<file path="src/rtl/branch_predictor.sv">
// Bimodal branch predictor: 2^IDX_W two-bit saturating counters, indexed by PC word address.
// Predicts at fetch (combinational read) and trains from execute-stage branch resolutions.
// Flags mispredicts one cycle after resolution and keeps saturating hit/miss statistics.
// Optional feature: define BP_GHR_EN to XOR both indices with an IDX_W-bit global history.
module branch_predictor #(
  parameter int unsigned IDX_W = 6,
  parameter int unsigned PC_W  = 32,
  parameter int unsigned CNT_W = 16
) (
  input  logic             clk,
  input  logic             rst,
  input  logic [PC_W-1:0]  fetch_pc,
  input  logic             fetch_is_branch,
  output logic             pred_taken,
  output logic             ready,
  input  logic             res_valid,
  input  logic [PC_W-1:0]  res_pc,
  input  logic [3:0]       res_ctl,
  input  logic             res_taken,
  input  logic             res_pred,
  output logic             mispredict,
  output logic [CNT_W-1:0] br_cnt,
  output logic [CNT_W-1:0] miss_cnt
);

  localparam int unsigned Entries = 1 << IDX_W;

  typedef enum logic [0:0] {StInit, StRun} state_e;

  state_e           state_q, state_d;
  logic [IDX_W-1:0] ptr_q, ptr_d;
  logic [1:0]       table_q [Entries];
  logic             mispredict_q, mispredict_d;
  logic [CNT_W-1:0] br_cnt_q, br_cnt_d;
  logic [CNT_W-1:0] miss_cnt_q, miss_cnt_d;

  logic [IDX_W-1:0] pidx, ridx;
  logic             ctl_is_branch;
  logic             accepted;
  logic [1:0]       cnt_cur, cnt_new;

  // Only the word-address bits select an entry; the rest of each PC is intentionally dropped.
  logic unused_pc;
  assign unused_pc = ^{fetch_pc[PC_W-1:IDX_W+2], fetch_pc[1:0],
                       res_pc[PC_W-1:IDX_W+2], res_pc[1:0]};

`ifdef BP_GHR_EN
  logic [IDX_W-1:0] ghr_q, ghr_d;

  assign pidx = fetch_pc[IDX_W+1:2] ^ ghr_q;
  assign ridx = res_pc[IDX_W+1:2] ^ ghr_q;

  // History shifts in the resolved outcome; prediction this cycle still sees the old value.
  always_comb begin
    ghr_d = ghr_q;
    if (accepted) begin
      ghr_d = {ghr_q[IDX_W-2:0], res_taken};
    end
  end

  // History register with synchronous clear.
  always_ff @(posedge clk) begin
    if (rst) begin
      ghr_q <= '0;
    end else begin
      ghr_q <= ghr_d;
    end
  end
`else
  assign pidx = fetch_pc[IDX_W+1:2];
  assign ridx = res_pc[IDX_W+1:2];
`endif

  assign ready      = (state_q == StRun);
  assign pred_taken = ready & fetch_is_branch & table_q[pidx][1];
  assign mispredict = mispredict_q;
  assign br_cnt     = br_cnt_q;
  assign miss_cnt   = miss_cnt_q;

  // Decode which control codes are conditional branches worth training on.
  always_comb begin
    ctl_is_branch = 1'b0;
    case (res_ctl)
      4'b0111, 4'b1011, 4'b1100, 4'b1101: ctl_is_branch = 1'b1;
      default:                            ctl_is_branch = 1'b0;
    endcase
  end

  assign accepted = ready & res_valid & ctl_is_branch;

  // Saturating counter step for the resolved entry.
  always_comb begin
    cnt_cur = table_q[ridx];
    cnt_new = cnt_cur;
    if (res_taken) begin
      if (cnt_cur != 2'b11) cnt_new = cnt_cur + 2'b01;
    end else begin
      if (cnt_cur != 2'b00) cnt_new = cnt_cur - 2'b01;
    end
  end

  // Next-state: sweep one entry per cycle in StInit, then stay in StRun until reset.
  always_comb begin
    state_d = state_q;
    ptr_d   = ptr_q;
    unique case (state_q)
      StInit: begin
        ptr_d = ptr_q + IDX_W'(1);
        if (ptr_q == {IDX_W{1'b1}}) state_d = StRun;
      end
      StRun: begin
        ptr_d = ptr_q;
      end
      default: state_d = StInit;
    endcase
  end

  // Mispredict flag and statistics, both counters stick at all-ones.
  always_comb begin
    mispredict_d = accepted & (res_taken != res_pred);
    br_cnt_d     = br_cnt_q;
    miss_cnt_d   = miss_cnt_q;
    if (accepted && (br_cnt_q != {CNT_W{1'b1}})) begin
      br_cnt_d = br_cnt_q + CNT_W'(1);
    end
    if (mispredict_d && (miss_cnt_q != {CNT_W{1'b1}})) begin
      miss_cnt_d = miss_cnt_q + CNT_W'(1);
    end
  end

  // Control and statistics registers with synchronous reset.
  always_ff @(posedge clk) begin
    if (rst) begin
      state_q      <= StInit;
      ptr_q        <= '0;
      mispredict_q <= 1'b0;
      br_cnt_q     <= '0;
      miss_cnt_q   <= '0;
    end else begin
      state_q      <= state_d;
      ptr_q        <= ptr_d;
      mispredict_q <= mispredict_d;
      br_cnt_q     <= br_cnt_d;
      miss_cnt_q   <= miss_cnt_d;
    end
  end

  // Counter table: no reset, contents are established by the init sweep.
  always_ff @(posedge clk) begin
    if (!rst) begin
      if (state_q == StInit) begin
        table_q[ptr_q] <= 2'b01;
      end else if (accepted) begin
        table_q[ridx] <= cnt_new;
      end
    end
  end

endmodule
</file>
<file path="config.mk">
export PLATFORM = sky130hd
export DESIGN_NAME = branch_predictor
export DESIGN_NICKNAME = d
export VERILOG_FILES = /design/src/rtl/branch_predictor.sv
export SDC_FILE = /design/constraint.sdc
export NUM_CORES = 1
export LEC_CHECK = 0
export CAP_MARGIN = 0
export CORE_MARGIN = 2
export CORE_UTILIZATION = 45
export DETAILED_ROUTE_END_ITERATION = 7
export HOLD_SLACK_MARGIN = 0.02
export PLACE_DENSITY_LB_ADDON = 0.2
export SETUP_SLACK_MARGIN = 0.1
export SLEW_MARGIN = 20
export SYNTH_ARGS = -nofsm -noshare
export SYNTH_HDL_FRONTEND = slang
export SYNTH_SLANG_ARGS = --single-unit
</file>
<file path="constraint.sdc">
create_clock -name clk -period 4.39 [get_ports clk]
set_input_delay 0.6585 -clock clk [delete_from_list [all_inputs] [get_ports clk]]
set_output_delay 0.6585 -clock clk [all_outputs]
set_load 0.005 [all_outputs]
</file>
# == Yosys cells after proc, flatten, opt, wreduce, memory -nomap -nowiden ==
# Memories as Yosys holds them, arrays and structs flattened.
# Cells that the tools add are included.
# totals
ff_bits,40
ramBits,128
inputBits,74
out_inout_bits,35
elab_cells,47
mem_count,1
# classes
addsub,5
eq_ne,9
n_mux,17
bitwise,5
reduce_logical,5
# memory_table
memory,depth,word_bits,rd,rd_ports_with_merged_regs,wr,line,text
table_q,64,2,2,0,1,32,logic [1:0] table_q [Entries];
# op_table
op,n
adder 16 x 1 -> 16 bit (second input constant),2
!= test 16 bit (second input constant),2
equality test 4 bit (second input constant),3
two-way mux 6 bit,2
two-way mux 1 bit,11
two-way mux 2 bit,4
adder 6 x 1 -> 6 bit (second input constant),1
equality test 6 bit (second input constant),1
bitwise AND 1 bit,5
equality test 4 x 3 -> 1 bit (second input constant),1
OR reduction 4 bit,1
adder 2 x 1 -> 2 bit (second input constant),1
logical AND 1 bit,2
!= test 2 bit (second input constant),1
nonzero test 2 bit,1
OR reduction 2 bit,1
subtractor 2 x 1 -> 2 bit (second input constant),1
!= test 1 bit,1

# == Longest topological paths before layout ==
# logic_depth
ltp_word,10
ltp_mapped,11
ltp_nobuf,7

# == Least setup slack after synthesis ==
# Ideal clock, no wire load.
# synth_timing
path_kind,input to register
startpoint,in res_pc[2]
endpoint,mem table_q[0][0] (data pin)
setup_ns,0.499
t_arrival_ns,3.728
setup_slack_ns,0.163
path_stages,11
path_buffers,5
path_cell_list,buf_6 > buf_4 > buf_4 > buf_4 > buf_4 > mux2i_1 > nand2_1 > a22oi_1 > a31o_2 > a22oi_1 > nor2_1
# synth_between
elab_chain_len,5
word_cells_on_any_way,9
# synth_lines
item,line,text
from (decl),17,"input logic [PC_W-1:0] res_pc,"
memory read (64 x 2 bit) (*),n/a,
"subtractor 2 x 1 -> 2 bit, or another cell as far along",98,if (cnt_cur != 2'b00) cnt_new = cnt_cur - 2'b01;
two-way mux 2 bit (on tied branches),"98, 96",
two-way mux 2 bit (*),95,if (res_taken) begin
two-way mux 2 bit (no source line) (*),n/a,
to (decl),32,
# Mark *: on every way between the ends. The rest lies on a longest branch, timed or not.

# == Worst setup path after layout ==
# layout_timing
startpoint,in fetch_pc[2]
endpoint,out pred_taken
# layout_between
elab_chain_len,2
# layout_lines
item,line,text
from (decl),12,"input logic [PC_W-1:0] fetch_pc,"
memory read (64 x 2 bit),n/a,
bitwise AND 1 bit,75,assign pred_taken = ready & fetch_is_branch & table_q[pidx][1];
to (decl),14,"output logic pred_taken,"
# No other way between the ends.

==> run_results.csv <==
group,metric,value,unit
run_status,outcome,"finished clean",
drt,dr.pass1.iters,5,
clock_network,cts_buffer_depth,2,
placement,gp_congestion,0.853,
floorplanning,initial_core_util,0.458,
drt,ant_nets,0,
sta,rsz0062_at_grt,"no",
sta,hold_ws,528,ps
worst_hold_path,worstHoldStart,"miss_cnt[12]",
worst_setup_path,end_kind,"output pin",
layout,syn_to_final_growth,20.5,%
drt,drt_iter0_drc,427,
worst_setup_path,start_kind,"input pin",
worst_setup_path,crit_path_start,"fetch_pc[2]",
pwr,ir_drop,0.000284,V
layout,drive_above_1_share,0.125,
clock_network,post_cts_buffers,0,
floorplanning,core_area,17200,um2
sta,tightest_slew,981,ps
yosys,synth_cell_types,50,
worst_setup_path,critPathKind,"input pin to output pin",
yosys,ys_seq_elements,168,
yosys,syn_nets,704,
yosys,ys_warn_count,0,
placement,io_buffers,56,
yosys,synth_area_per_cell,12.6,um2
worst_setup_path,timing.critical_path.to,"pred_taken",
layout,final_cell_mix,"128 x edfxtp_1, 112 x nor2_1, 55 x mux2i_1, 54 x clkdlybuf4s50_1, 40 x dfxtp_1",
worst_setup_path,r2r_cells,8,
floorplanning,die_width,137,um
drt,wl_per_cell,20.9,um
yosys,seq_area_frac_synth,0.588,
floorplanning,ioPinCount,109,
drt,viasPerCell,5.89,
floorplanning,die_h,137,um
layout,layout_commonest_cell,"edfxtp_1",
floorplanning,dieArea,18600,um2
drt,vias,5481,
worst_hold_path,hold_path_class,"register to register",
sta,tns,0,ps
sta,hold_viol_final,0,
grt,grt_pass1_vias,5464,
clock_network,cts_max_level,4,
sta,setup_viol,0,
clock_network,clkSinkCount,168,
clock_network,numCtsBuffers,17,
sta,slew_headroom,0.337,
sta,finClkSkew,10.1,ps
layout,antenna_cells,0,
clock_network,clk_latency,430,ps
placement,hpwl,12800,um
drt,remaining_drc_errors,0,
pwr,leakage,0.00333,uW
sta,period_minus_slack,4230,ps
floorplanning,rows,48,
yosys,synth_area,7900,um2
worst_setup_path,r2r_end,"table_q[18][0]",
sta,final_max_slew_viol_count,0,
clock_network,tritoncts,"yes",
yosys,netlist_instances,627,
grt,overflow,0,
worst_setup_path,critPathRequiredTime,3730,ps
flow_run,maxCapViolations,0,
pwr,power.density,376,nW/um2
drt,drt_wl_total,19500,um
layout,layout.nets,770,
grt,antenna_found_initial,0,
clock_network,path_clk_slew,60,ps
grt,grtUsageTotal,0.221,
sta,period_share,0.963,
worst_setup_path,ff2ff_setup_slack,1530,ps
grt,grt_pass1_wl,30100,um
worst_setup_path,timing.rr.start,"table_q[5][1]",
grt,grt_start_max_net_pins,57,
sta,fmax,0.237,GHz
layout,fillers,1394,
worst_setup_path,cp_max_fo,8,
clock_network,cts_root_buf,"clkbuf_16",
worst_setup_path,crit_arrival,3570,ps
-- report_power, final --
part | switching (uW) | internal (uW)
sequential | 5.51 | 1690
clock | 607 | 1080
combinational | 105 | 82.4
total | 718 | 2860
-- registers in the layout, summed over array words and instances, names as in the netlist --
| name | flops |
|---|---|
| miss_cnt | 16 |
| ready | 1 |
| mispredict | 1 |
| table_q | 128 |
| ptr_q | 6 |
| br_cnt | 16 |
-- Yosys cell counts, drive strengths merged --
cell type  count  area [um2]
nor2b          7        43.8
nand3         24         120
nand2         39         146
a2111oi        3        26.3
xor2          19         166
or3b           2        17.5
a21oi         11        55.1
inv            5        18.8
mux4          29         661
nand4b         1        8.76
clkbuf        16        60.1
or3            7        43.8
a211o          1        8.76
o31ai          1        7.51
and3b          1        8.76
buf           14        97.6
ha             3        37.5
o2111ai        1        8.76
a211oi         3        22.5
mux2i         55         551
o21a           4        30.0
a31oi          2        12.5
and4           5        43.8
xnor2         10        87.6
a41oi          1        8.76
dfxtp         40         801
or4            1        11.3
mux2           2        22.5
a22oi         19         143
o21ai         13        65.1
o22ai          1        6.26
and3           8        50.1
a31o           3        26.3
nand4         11        68.8
a22o           2        17.5
nor3          11        55.1
a2bb2oi        1        8.76
nand2b         5        31.3
and2           3        18.8
a21o           1        7.51
nor2         113         424
edfxtp       128        3840
o211ai         1        7.51
-- timing repair --
action	4_1_cts	5_1_grt
hold buffers	0	0
endpoints found under the hold margin	0	0
setup endpoints to repair	1	0
gates resized for setup	1	0
-- cell families after synthesis --
group	Yosys count	synth area share
and+or+nand+nor	238	0.138
muxes	86	0.156
AOI/OAI and AO/OA	68	0.0584
adders and majority gates	3	0.00475
xor gates and xnor gates	29	0.0322
buffers and inverters	35	0.0223
DFF	168	0.588
-- area by class of cell --
class                      instances  area (um2)  area share
clock buffer                      20         447      0.0469
multi-input combinational        424        3090       0.325
inverter                           5        18.8     0.00197
sequential                       168        4640       0.488
clock inverter                    12         224      0.0235
tap                              225         282      0.0296
timing repair buffer              77         815      0.0855
-- metrics by stage --
stage | area [um2] | util | cells | worst slack, ps | power (uW)
after floorplan | 7900 | - | 627 | 163 | 1840
after global placement | 8820 | 0.512 | 898 | 102 | 1910
after detailed placement | 8820 | 0.512 | 898 | 87.1 | 1910
after CTS | 9520 | 0.552 | 931 | 197 | 3590
after global routing | 9520 | 0.552 | 931 | 138 | 3670
final | 9520 | 0.552 | 931 | 163 | 3580
-- critical path, cell delays in order --
cell	delay, ps
dlygate4sd2_1	340
bufbuf_16	340
mux4_2	530
mux4_2	480
mux4_2	550
and3_1	210
clkdlybuf4s50_1	450
-- worst min path at each step --
stage                   end  slack (ps)  cells past startpoint
2_1_floorplan    br_cnt[12]         480                      2
3_5_place_dp   miss_cnt[12]         500                      1
3_3_place_gp     br_cnt[12]         490                      2
5_1_grt          br_cnt[15]         560                      2
6_report       miss_cnt[12]         530                      1
4_1_cts        miss_cnt[12]         520                      1
-- metal layers --
layer / track usage / routed length (um)
met2: 0.361 / 9310
met5: 0 / 0
met4: 0.0966 / 552
met1: 0.286 / 8180
met3: 0.0448 / 1430
Power figures use the tool's default switching activity.
